### src/rtl/hci_l2_bank_arbiter_if.sv
// Bundle of requester-side and bank-side signals for the L2 bank arbiter.
// The slave modport is the arbiter's view. The master modport is the view of the
// environment that drives the requesters and models the bank.
interface hci_l2_bank_arbiter_if #(
    parameter int N  = 6,
    parameter int AW = 32,
    parameter int DW = 32
);
    localparam int BW = DW / 8;

    // requester side
    logic [N-1:0]    req;
    logic [N*AW-1:0] add;
    logic [N-1:0]    wen;
    logic [N*DW-1:0] data;
    logic [N*BW-1:0] be;
    logic [N-1:0]    gnt;
    logic [N-1:0]    r_valid;
    logic [DW-1:0]   r_data;

    // bank side
    logic            mem_req;
    logic [AW-1:0]   mem_add;
    logic            mem_wen;
    logic [DW-1:0]   mem_data;
    logic [BW-1:0]   mem_be;
    logic            mem_gnt;
    logic [DW-1:0]   mem_r_data;

    // status
    logic            starved;

    modport slave (
        input  req, add, wen, data, be, mem_gnt, mem_r_data,
        output gnt, r_valid, r_data, mem_req, mem_add, mem_wen, mem_data, mem_be, starved
    );

    modport master (
        output req, add, wen, data, be, mem_gnt, mem_r_data,
        input  gnt, r_valid, r_data, mem_req, mem_add, mem_wen, mem_data, mem_be, starved
    );
endinterface

### src/rtl/hci_l2_bank_arbiter.sv
// L2 bank arbiter: N_CH0 high-priority and N_CH1 low-priority requesters share
// one SRAM bank port. Fixed priority between the two classes, round-robin inside
// each class, and a stall counter that forces a low-priority win once the
// low-priority class has lost MAX_STALL cycles in a row.
// The winner is chosen only from req and the arbiter state. It never depends on
// mem_gnt, so there is no combinational path from mem_gnt back into the choice.
module hci_l2_bank_arbiter #(
    parameter int N_CH0     = 4,
    parameter int N_CH1     = 2,
    parameter int AW        = 32,
    parameter int DW        = 32,
    parameter int MAX_STALL = 8
) (
    input  logic                  clk_i,
    input  logic                  rst_ni,
    input  logic                  clear_i,
    hci_l2_bank_arbiter_if.slave  bus
);
    localparam int N   = N_CH0 + N_CH1;
    localparam int BW  = DW / 8;
    localparam int CW  = $clog2(MAX_STALL + 1);
    localparam int P0W = (N_CH0 > 1) ? $clog2(N_CH0) : 1;
    localparam int P1W = (N_CH1 > 1) ? $clog2(N_CH1) : 1;
    localparam int WW  = $clog2(N);

    // Circular scan of one class. Returns the class-local index of the first
    // requester at or after ptr. Class members sit at base..base+size-1 in r.
    function automatic int rr_pick(input logic [N-1:0] r, input int base,
                                   input int size, input int ptr);
        int best_d;
        int pick;
        int d;
        best_d = size;
        pick   = 0;
        for (int i = 0; i < N; i++) begin
            if (i >= base && i < base + size && r[i]) begin
                d = (i - base >= ptr) ? (i - base - ptr) : (i - base + size - ptr);
                if (d < best_d) begin
                    best_d = d;
                    pick   = i - base;
                end
            end
        end
        return pick;
    endfunction

    logic [P0W-1:0] rr0_reg, rr0_next;
    logic [P1W-1:0] rr1_reg, rr1_next;
    logic [CW-1:0]  cnt_reg, cnt_next;
    logic [N-1:0]   resp_reg, resp_next;

    logic           any0, any1, live, starved, sel1, hs;
    logic [P0W-1:0] win0;
    logic [P1W-1:0] win1;
    logic [WW-1:0]  win_idx;
    logic [N-1:0]   gnt_vec;

    assign any0    = |bus.req[N_CH0-1:0];
    assign any1    = |bus.req[N-1:N_CH0];
    // While rst_ni is low the bank sees no request and nobody is granted.
    assign live    = (any0 | any1) & rst_ni;
    assign starved = (cnt_reg == CW'(MAX_STALL)) && any1;
    // Choose the low-priority class when it is starved or when it is the only one requesting.
    assign sel1    = starved || !any0;
    assign win0    = P0W'(rr_pick(bus.req, 0, N_CH0, int'(rr0_reg)));
    assign win1    = P1W'(rr_pick(bus.req, N_CH0, N_CH1, int'(rr1_reg)));
    assign win_idx = sel1 ? WW'(N_CH0 + int'(win1)) : WW'(win0);
    assign hs      = live && bus.mem_gnt;

    // Only the winner sees mem_gnt. Every other grant bit stays low.
    for (genvar gi = 0; gi < N; gi++) begin : g_gnt
        assign gnt_vec[gi] = hs && (int'(win_idx) == gi);
    end

    assign bus.gnt     = gnt_vec;
    assign bus.mem_req = live;
    assign bus.starved = starved;
    assign bus.r_valid = resp_reg;
    assign bus.r_data  = bus.mem_r_data;

    // Route the winner's payload to the bank. The payload is zero when nobody requests.
    always_comb begin
        bus.mem_add  = '0;
        bus.mem_wen  = 1'b0;
        bus.mem_data = '0;
        bus.mem_be   = '0;
        if (live) begin
            bus.mem_add  = bus.add[int'(win_idx)*AW +: AW];
            bus.mem_wen  = bus.wen[win_idx];
            bus.mem_data = bus.data[int'(win_idx)*DW +: DW];
            bus.mem_be   = bus.be[int'(win_idx)*BW +: BW];
        end
    end

    // Next state: pointer advance on handshake, stall counting, response tag, clear.
    always_comb begin
        rr0_next  = rr0_reg;
        rr1_next  = rr1_reg;
        cnt_next  = cnt_reg;
        resp_next = '0;
        if (hs) begin
            resp_next[win_idx] = 1'b1;
            if (sel1) begin
                rr1_next = (int'(win1) == N_CH1 - 1) ? '0 : win1 + 1'b1;
            end else begin
                rr0_next = (int'(win0) == N_CH0 - 1) ? '0 : win0 + 1'b1;
            end
        end
        if ((hs && sel1) || !any1) begin
            cnt_next = '0;
        end else if (cnt_reg != CW'(MAX_STALL)) begin
            cnt_next = cnt_reg + 1'b1;
        end
        // clear_i wipes the state for the next cycle. Any pending response is dropped.
        if (clear_i) begin
            rr0_next  = '0;
            rr1_next  = '0;
            cnt_next  = '0;
            resp_next = '0;
        end
    end

    // State register with asynchronous reset.
    always_ff @(posedge clk_i or negedge rst_ni) begin
        if (!rst_ni) begin
            rr0_reg  <= '0;
            rr1_reg  <= '0;
            cnt_reg  <= '0;
            resp_reg <= '0;
        end else begin
            rr0_reg  <= rr0_next;
            rr1_reg  <= rr1_next;
            cnt_reg  <= cnt_next;
            resp_reg <= resp_next;
        end
    end
endmodule
### src/flat_wrapper.sv
// flat-port wrapper written by rule: the top's interface ports become plain ports
module hci_l2_bank_arbiter_flat 
#(
    parameter int N_CH0     = 4,
    parameter int N_CH1     = 2,
    parameter int AW        = 32,
    parameter int DW        = 32,
    parameter int MAX_STALL = 8
)
  (clk_i, rst_ni, clear_i, bus_req, bus_add, bus_wen, bus_data, bus_be, bus_mem_gnt, bus_mem_r_data, bus_gnt, bus_r_valid, bus_r_data, bus_mem_req, bus_mem_add, bus_mem_wen, bus_mem_data, bus_mem_be, bus_starved);
  hci_l2_bank_arbiter_if #(.AW(AW), .DW(DW)) bus_i ();
  input  logic clk_i;
  input  logic rst_ni;
  input  logic clear_i;
  input wire logic [$bits(bus_i.req)-1:0] bus_req;
  input wire logic [$bits(bus_i.add)-1:0] bus_add;
  input wire logic [$bits(bus_i.wen)-1:0] bus_wen;
  input wire logic [$bits(bus_i.data)-1:0] bus_data;
  input wire logic [$bits(bus_i.be)-1:0] bus_be;
  input wire logic [$bits(bus_i.mem_gnt)-1:0] bus_mem_gnt;
  input wire logic [$bits(bus_i.mem_r_data)-1:0] bus_mem_r_data;
  output wire logic [$bits(bus_i.gnt)-1:0] bus_gnt;
  output wire logic [$bits(bus_i.r_valid)-1:0] bus_r_valid;
  output wire logic [$bits(bus_i.r_data)-1:0] bus_r_data;
  output wire logic [$bits(bus_i.mem_req)-1:0] bus_mem_req;
  output wire logic [$bits(bus_i.mem_add)-1:0] bus_mem_add;
  output wire logic [$bits(bus_i.mem_wen)-1:0] bus_mem_wen;
  output wire logic [$bits(bus_i.mem_data)-1:0] bus_mem_data;
  output wire logic [$bits(bus_i.mem_be)-1:0] bus_mem_be;
  output wire logic [$bits(bus_i.starved)-1:0] bus_starved;
  assign bus_i.req = bus_req;
  assign bus_i.add = bus_add;
  assign bus_i.wen = bus_wen;
  assign bus_i.data = bus_data;
  assign bus_i.be = bus_be;
  assign bus_i.mem_gnt = bus_mem_gnt;
  assign bus_i.mem_r_data = bus_mem_r_data;
  assign bus_gnt = bus_i.gnt;
  assign bus_r_valid = bus_i.r_valid;
  assign bus_r_data = bus_i.r_data;
  assign bus_mem_req = bus_i.mem_req;
  assign bus_mem_add = bus_i.mem_add;
  assign bus_mem_wen = bus_i.mem_wen;
  assign bus_mem_data = bus_i.mem_data;
  assign bus_mem_be = bus_i.mem_be;
  assign bus_starved = bus_i.starved;
  hci_l2_bank_arbiter #(.N_CH0(N_CH0), .N_CH1(N_CH1), .AW(AW), .DW(DW), .MAX_STALL(MAX_STALL)) u_core (.clk_i(clk_i), .rst_ni(rst_ni), .clear_i(clear_i), .bus(bus_i));
endmodule
### config.mk
export PLATFORM = sky130hd
export DESIGN_NAME = hci_l2_bank_arbiter_flat
export DESIGN_NICKNAME = d
export VERILOG_FILES = /design/src/rtl/hci_l2_bank_arbiter_if.sv /design/src/rtl/hci_l2_bank_arbiter.sv /design/src/flat_wrapper.sv
export SDC_FILE = /design/constraint.sdc
export NUM_CORES = 1
export LEC_CHECK = 0
export ABC_AREA = 1
export CORE_AREA = 5 5 217 219
export CTS_BUF_LIST = sky130_fd_sc_hd__clkbuf_4
export DETAILED_ROUTE_END_ITERATION = 8
export DIE_AREA = 0 0 222 224
export GPL_ROUTABILITY_DRIVEN = 0
export MAX_ROUTING_LAYER = met4
export SYNTH_ARGS = -nofsm -noshare
export SYNTH_HDL_FRONTEND = slang
export SYNTH_SLANG_ARGS = --single-unit
### constraint.sdc
create_clock -name clk_i -period 14.5 [get_ports clk_i]
set_input_delay 3.625 -clock clk_i [delete_from_list [all_inputs] [get_ports clk_i]]
set_output_delay 3.625 -clock clk_i [all_outputs]
set_load 0.02 [all_outputs]
==> flow_summary.yaml, run 1 <==
floorplanning:
  coreArea_mm2: 0.04489
  rows: 78
  die_x_um: 222
  die-area_mm2: 0.04973
  io_pins: 571
  floorplan.initialDensity_pct: 14.27
  die_h_um: 224
timing:
  drv_slew: 0
  min_period_over_period_pct: 84.92
  finClkSkew_ns: 0.0003877
  setup-violations-final: 0
  rsz0062_at_grt: "no"
  hold_viol_final: 0
  holdWs_ns: 0.5470
  fmax_mhz: 81.21
  worst_pin_slew_ns: 0.9684
  relSlewSlack_pct: 35.44
  setup_tns_ns: 0
  layout_min_cycle_time_ns: 12.31
drt:
  firstDrtPassIters: 5
  drtIter0Drc: 576
  drc_errors: 0
  wl_per_cell_um: 15.56
  totalWireLength_mm: 37.76
  ant_nets: 0
  vias: 10025
  via_per_inst: 4.132
grt:
  grt_pass1_vias: 10074
  grt.total_usage_pct: 14.41
  overflow: 0
  grt_pass1_wl_mm: 56.39
  antenna_found_initial: 1
  grt_max_degree: 142
setup_path:
  critPathKind: "input port to primary output"
  start_kind: "input port"
  crit_top_cell: "nand2_1"
  slowest_delay_ns: 0.65
  cp.required_ns: 10.88
  crit_arrival_ns: 8.69
  worstPathMaxFanout: 73
  cp-end-kind: "primary output"
  cp_slowest_cell: "clkdlybuf4s50_1"
clock_tree:
  cts_root_buf: "clkbuf_4"
  insertion_delay_ns: 0.27
  cts.path.max_buffers: 2
  h-tree-depth: 1
  clock-sinks: 13
  cts_tree: "yes"
  clk_pin_slew_worst_paths_ns: 0.08
  ctsHoldBuffers: 0
  cts_resized: 0
  cts_setup_buffers: 0
  cts_buffers: 3
finish:
  n_fill_cell: 5198
  largest_reg_flops: 6
  nets: 2294
  syn_to_final_growth_pct: 83.18
  final_util_pct: 26.14
  fin_cells: 2426
  drive_gt1_share_pct: 1.644
pwr:
  p_leak_nw: 6.390
  pwr-share-comb_pct: 89.7
  peakVddDrop_mv: 0.05121
  pwr_density_cell_mw_per_mm2: 51.80
  power_frac_clock_pct: 3.9
  power_switching_share_pct: 51.72
  p_seq_share_pct: 6.4
  p_int_mw: 0.2935
  p_sw_mw: 0.3144
yosys:
  synth.largest_area_cell: "nand2_1"
  ys_ff_latch: 13
  yosysUniqueCellTypes: 30
  syn-num-nets: 1893
  synth_area_leaders: "nand2_1, inv_1, nor2_1, nand3_1, a21oi_1"
  synthFlopType: "dfrtp_1"
  yosysTopAreaCellShare_pct: 26.19
  syn_area_mm2: 0.006406
  synth_edf_count: 0
  syn_area_per_cell_um2: 4.496
  synth-seq-area-share_pct: 5.078
  ys_async_sr_fraction_pct: 100.0
  yosys_warnings: 0
  synth_cells: 1425
placed_design:
  port_buffers: 506
  dp.cells: 2421
  post-dp-hpwl_mm: 29.49
flow_run:
  cap_violations: 0
outcome:
  status: "finished clean"
hold_path:
  holdCritPathClass: "register to register"
## worst max-delay path: cells and delay by family
family	cells	cell delay, ns
AOI/OAI and AO/OA	3	0.41
adders and majority gates	3	0.80
buffers and inverters	5	1.68
and+or+nand+nor	19	2.13
## cells in the final DEF, fill, tap and decap left out, types with 2 or more instances in the layout
cell | netlist | routed
nand3_4 | 1 | 2
ha_1 | 12 | 12
nand2_1 | 447 | 446
nand2_4 | 1 | 3
buf_4 | 43 | 10
dfrtp_1 | 13 | 13
o22ai_1 | 2 | 2
clkbuf_4 | 0 | 4
nor4_1 | 3 | 3
nor2_1 | 219 | 218
a32o_1 | 2 | 2
nand2_2 | 4 | 2
o21ai_0 | 72 | 72
a21oi_1 | 72 | 72
nor3_1 | 8 | 8
inv_1 | 293 | 292
inv_2 | 3 | 4
clkdlybuf4s50_1 | 0 | 506
nand3_1 | 142 | 142
## final timing paths
check | from | endpoint | slack (ns) | cells past startpoint
setup / recovery | bus_req[0] | bus_mem_add[28] | 2.19 | 30
hold / removal | u_core.cnt_reg[0] | u_core.cnt_reg[0] | 0.55 | 1
setup reg to reg | u_core.rr0_reg[1] | u_core.bus.r_valid[0] | 10.09 | 29
hold reg to reg | u_core.cnt_reg[0] | u_core.cnt_reg[0] | 0.55 | 1
max in group asynchronous | rst_ni | u_core.rr0_reg[1] | 10.36 | 1
min in group asynchronous | rst_ni | u_core.bus.r_valid[4] | 3.74 | 1
## through the flow
stage / power [mW] / area (um^2) / worst slack, ns
after global routing: 0.6629 / 11740 / 1.607
final: 0.6079 / 11740 / 2.187
after global placement: 0.5844 / 11700 / 2.159
after floorplan: 0.3356 / 6406 / 4.202
after detailed placement: 0.5852 / 11700 / 2.162
after CTS: 0.6126 / 11730 / 2.154
## power by group through the flow
| stage | clock, mW | sequential [mW] | combinational (mW) |
|---|---|---|---|
| final | 0.0238 | 0.0388 | 0.545 |
| after global routing | 0.0268 | 0.0390 | 0.597 |
| after CTS | 0.0256 | 0.0388 | 0.548 |
| after detailed placement | 0 | 0.0395 | 0.546 |
| after global placement | 0 | 0.0395 | 0.545 |
| after floorplan | 0 | 0.0397 | 0.296 |
## Yosys cell counts (2+ instances only)
library cell and count:
nand2_1 447, inv_1 293, nor2_1 219, nand3_1 142, a21oi_1 72, o21ai_0 72
clkbuf_1 51, buf_4 43, buf_2 23, dfrtp_1 13, ha_1 12, nor3_1 8
nand2_2 4, buf_6 3, inv_2 3, nor4_1 3, a32o_1 2, o21ai_1 2
o22ai_1 2
## area by class of cell
cell class	instances	area, um^2	area share [%]
clock buffer	4	30.03	0.2559
antenna	1	2.502	0.02132
inverter	297	1115	9.500
sequential	13	325.3	2.772
multi-input combinational	994	4352	37.08
tap	600	750.7	6.397
timing repair buffer	517	5160	43.97
## kinds of logic after synthesis
| logic type | count (synthesis) | share of synthesized area (%) |
|---|---|---|
| AOI/OAI and AO/OA | 151 | 12.01 |
| xor gates and xnor gates | 2 | 0.2735 |
| DFF | 13 | 5.078 |
| adders and majority gates | 12 | 2.344 |
| buffers and inverters | 418 | 27.81 |
| muxes | 1 | 0.1563 |
| and+or+nand+nor | 828 | 52.32 |
## layer usage
metal / vias up / routed length, um / global-route usage, %
li1: 4992 / - / -
met5: - / 0 / -
met4: 0 / 1332 / 4.454
met1: 4489 / 15800 / 16.86
met3: 67 / 2879 / 3.499
met2: 477 / 17750 / 24.56
(Power assumes the default switching activity.)
==> run 2: changes to the inputs <==
clock period = 11.8 ns   (was 14.5 ns; I/O delays follow)
==> run 2 against run 1 <==
  * Routed wire length is 2.9% higher
  * Worst hold slack worse by 0.0079 ns
  * Sequential share of layout area hardly changed
  * Cell count is 0.25% higher
  * Via count is 0.56% higher
==> flow_summary.yaml, run 2 (same netlist as run 1, synthesis figures left out) <==
outcome:
  status: "finished clean"
timing:
  worst_pin_slew_ns: 1.123
  relSlewSlack_pct: 24.45
  holdWs_ns: 0.5391
  drv_slew: 0
  hold_viol_final: 0
  min_period_over_period_pct: 90.72
  setup-violations-final: 0
  finClkSkew_ns: 0.003423
  fmax_mhz: 93.41
  setup_tns_ns: 0
  layout_min_cycle_time_ns: 10.71
  rsz0062_at_grt: "no"
floorplanning:
  coreArea_mm2: 0.04489
  die_x_um: 222
  floorplan.initialDensity_pct: 14.27
  io_pins: 571
  die_h_um: 224
  die-area_mm2: 0.04973
  rows: 78
pwr:
  p_leak_nw: 6.418
  total_power_mw: 0.7537
  peakVddDrop_mv: 0.05526
  pwr_density_cell_mw_per_mm2: 63.91
setup_path:
  crit_top_cell: "nand2_1"
  cp_slowest_cell: "clkdlybuf4s50_1"
  slowest_delay_ns: 0.66
  critPathKind: "input port to primary output"
  cp-end-kind: "primary output"
  start_kind: "input port"
  cp.required_ns: 8.85
  crit_arrival_ns: 7.76
  worstPathMaxFanout: 60
hold_path:
  holdCritPathClass: "register to register"
drt:
  wl_per_cell_um: 15.98
  via_per_inst: 4.145
  firstDrtPassIters: 5
  drc_errors: 0
  ant_nets: 0
  totalWireLength_mm: 38.87
  drtIter0Drc: 603
  vias: 10081
flow_run:
  cap_violations: 0
grt:
  antenna_found_initial: 2
  overflow: 0
  grt_pass1_vias: 10140
  grt_max_degree: 74
  grt_pass1_wl_mm: 57.50
  grt.total_usage_pct: 14.74
finish:
  multi_input_area_mm2: 0.004352
  final_common_cell: "clkdlybuf4s50_1"
  final_cell_mix: "clkdlybuf4s50_1, nand2_1, inv_1"
  n_fill_cell: 5136
  drive_gt1_share_pct: 1.859
  largest_reg_flops: 6
  syn_to_final_growth_pct: 84.08
  seqCellArea_um2: 325.3
  nets: 2298
clock_tree:
  cts_root_buf: "clkbuf_4"
  h-tree-depth: 1
  clock-sinks: 13
  clk_pin_slew_worst_paths_ns: 0.08
  cts.path.max_buffers: 2
  ctsHoldBuffers: 0
  cts_resized: 0
  cts_setup_buffers: 0
  insertion_delay_ns: 0.28
  cts_tree: "yes"
  cts_buffers: 3
placed_design:
  post-dp-hpwl_mm: 31.25
  port_buffers: 506
-- run 2: cell types whose count changed in the layout (fill, tap and decap cells not counted) --
| cell | before | now |
|---|---|---|
| buf_12 | 1 | 3 |
| buf_4 | 10 | 12 |
| diode_2 | 1 | 3 |
| clkbuf_4 | 4 | 3 |
| clkinv_2 | 0 | 1 |
-- run 2: layout make-up --
cell class,instances,share of cell area (%)
antenna,3,0.06366
clock buffer,3,0.1910
clock inverter,1,0.04244
inverter,297,9.454
multi-input combinational,994,36.90
sequential,13,2.759
tap,600,6.366
timing repair buffer,521,44.22
-- run 2: through the flow --
stage | cell area [um^2] | setup slack [ns] | std cells | util [%]
final | 11790 | 1.095 | 2432 | 26.27
after global routing | 11790 | 0.6626 | 2431 | 26.26
after CTS | 11790 | 1.189 | 2429 | 26.25
after detailed placement | 11760 | 1.199 | 2425 | 26.19
after global placement | 11760 | 1.174 | 2425 | 26.19
after floorplan | 6406 | 2.852 | 1425 | -
-- run 2: path summary, 6_finish.rpt --
check,startpoint,to,slack [ns],depth (start not counted)
worst max-delay path,bus_req[0],bus_mem_data[11],1.09,30
worst min-delay path,u_core.cnt_reg[0],u_core.cnt_reg[0],0.54,1
worst max register to register,u_core.rr0_reg[1],u_core.bus.r_valid[0],7.43,30
worst min register to register,u_core.cnt_reg[0],u_core.cnt_reg[0],0.54,1
max in group asynchronous,rst_ni,u_core.rr0_reg[1],8.33,1
min in group asynchronous,rst_ni,u_core.bus.r_valid[0],3.06,1
-- run 2: layer usage --
layer	GRT usage, %	routed length [um]	vias to the layer above
met5	-	0	-
li1	-	-	5006
met4	3.997	1182	0
met3	3.709	3305	61
met1	16.98	15700	4508
met2	25.62	18680	506
-- run 2: power by group --
group | switching, mW | internal [mW]
Combinational | 0.373 | 0.305
Clock | 0.0158 | 0.0126
Sequential | 0.00173 | 0.0461
-- run 2: critical path: cells and delay by family --
family | cells | cell delay (ns)
buffers and inverters | 5 | 1.63
AOI/OAI and AO/OA | 3 | 0.50
adders and majority gates | 3 | 0.80
and+or+nand+nor | 19 | 1.77
==> run 3: changes to the inputs <==
CORE_AREA = 2 2 221 223   (was 5 5 217 219)
DIE_AREA = 0 0 223 225   (was 0 0 222 224)
==> run 3 against run 2 <==
  * Clock power is 10% higher
  * Worst hold slack lost 0.0018 ns
  * Maximum frequency grew 0.74%
  * Power grew 0.20%
==> flow_summary.yaml, run 3 (same netlist as run 1, synthesis figures left out) <==
floorplanning:
  floorplan.initialDensity_pct: 13.47
  io_pins: 571
  rows: 80
  die_h_um: 225
  die_x_um: 223
  die-area_mm2: 0.05018
  coreArea_mm2: 0.04755
setup_path:
  cp_slowest_cell: "buf_4"
  startpoint: "bus_req[0]"
  crit_top_cell: "nand2_1"
  crit_arrival_ns: 7.68
  start_kind: "input port"
  cp-end-kind: "primary output"
  cp.required_ns: 8.85
  r2r_setup_slack_ns: 7.67
  worstPathMaxFanout: 69
  r2r-start: "u_core.rr0_reg[1]"
  endpoint: "bus_mem_add[2]"
  critPathKind: "input port to primary output"
  r2r_cells: 30
  r2r-end: "u_core.bus.r_valid[0]"
  slowest_delay_ns: 0.72
timing:
  setup-violations-final: 0
  fmax_mhz: 94.11
  rsz0062_at_grt: "no"
  holdWs_ns: 0.5373
  finClkSkew_ns: 0.003836
  min_period_over_period_pct: 90.05
  drv_slew: 0
  relSlewSlack_pct: 36.90
  setup_tns_ns: 0
  hold_viol_final: 0
  layout_min_cycle_time_ns: 10.63
  worst_pin_slew_ns: 0.9379
finish:
  final_area_mm2: 0.01185
  final_cell_mix: "clkdlybuf4s50_1, nand2_1, inv_1"
  nets: 2303
  drive_gt1_share_pct: 2.126
  final_util_pct: 24.93
  fin_cells: 2453
  final_common_cell: "clkdlybuf4s50_1"
  syn_to_final_growth_pct: 85.04
  largest_reg_flops: 6
  n_fill_cell: 5466
clock_tree:
  h-tree-depth: 1
  clk_pin_slew_worst_paths_ns: 0.09
  clock-sinks: 13
  cts_root_buf: "clkbuf_4"
  cts_setup_buffers: 0
  cts_tree: "yes"
  cts_resized: 0
  ctsHoldBuffers: 0
  insertion_delay_ns: 0.28
  cts_buffers: 3
  cts.path.max_buffers: 2
placed_design:
  dp.cells: 2445
  post-dp-hpwl_mm: 29.51
  placed_cell_area_mm2: 0.01181
  port_buffers: 506
grt:
  antenna_found_initial: 5
  grt_use_met3_pct: 2.777
  grt_pass1_wl_mm: 55.26
  grtUsageMet1_pct: 17.85
  grt_max_degree: 96
  grtUsageMet2_pct: 24.41
  grt_pass1_vias: 9324
  overflow: 0
  grt.total_usage_pct: 14.53
  top_usage_layer: "met2"
pwr:
  pwr_density_cell_mw_per_mm2: 63.71
  p_leak_nw: 6.441
  peakVddDrop_mv: 0.05126
drt:
  wl_per_cell_um: 15.25
  totalWireLength_mm: 37.41
  ant_nets: 0
  drtIter0Drc: 467
  via_per_inst: 3.976
  firstDrtPassIters: 4
  drc_errors: 0
  vias: 9752
outcome:
  status: "finished clean"
hold_path:
  holdCritPathClass: "register to register"
flow_run:
  cap_violations: 0
[run 3: cell count changes in the layout (fill, tap and decap cells not counted)]
| cell | delta |
|---|---|
| clkbuf_4 | +1 |
| buf_4 | +5 |
| clkinv_2 | -1 |
| diode_2 | +1 |
[run 3: worst max-delay path: cells and delay by family]
family,cells,cell delay [ns]
AO/OA/AOI/OAI,3,0.41
adder cells (fa/ha/maj),3,0.76
buffers and inverters,5,1.95
AND/OR/NAND/NOR,18,1.52
[run 3: where the power goes]
group / internal (mW) / total [mW] / switching (mW) / leakage, nW
Combinational: 0.306 / 0.676 / 0.370 / 6.24
Sequential: 0.0461 / 0.0477 / 0.00162 / 0.179
Clock: 0.0154 / 0.0312 / 0.0158 / 0.0184
[run 3: metrics by stage]
step           power [mW]  worst slack (ns)
3_5_place_dp       0.7276             1.146
5_1_grt            0.8270            0.6903
2_1_floorplan      0.4124             2.852
4_1_cts            0.7628             1.142
6_report           0.7552             1.174
3_3_place_gp       0.7279             1.151
[run 3: cell type report]
| cell class | count | area [um^2] | area share (%) |
|---|---|---|---|
| Antenna cell | 4 | 10.01 | 0.08444 |
| Sequential cell | 13 | 325.3 | 2.744 |
| Multi-Input combinational cell | 994 | 4352 | 36.71 |
| Clock buffer | 4 | 30.03 | 0.2533 |
| Tap cell | 615 | 769.5 | 6.491 |
| Inverter | 297 | 1115 | 9.405 |
| Timing Repair Buffer | 526 | 5253 | 44.31 |
[run 3: metal layers]
layer / vias up / wire length [um]
met5: - / 0
met2: 464 / 17430
met4: 0 / 1073
li1: 5016 / -
met3: 48 / 2940
met1: 4224 / 15970
[run 3: worst min path at each step]
stage	endpoint	cells after the start	startpoint
after floorplan	u_core.rr1_reg	2	u_core.rr1_reg
after global placement	u_core.cnt_reg[0]	1	u_core.cnt_reg[0]
after detailed placement	u_core.cnt_reg[0]	1	u_core.cnt_reg[0]
after CTS	u_core.cnt_reg[0]	1	u_core.cnt_reg[0]
after global routing	u_core.cnt_reg[0]	1	u_core.cnt_reg[0]
final	u_core.cnt_reg[0]	1	u_core.cnt_reg[0]
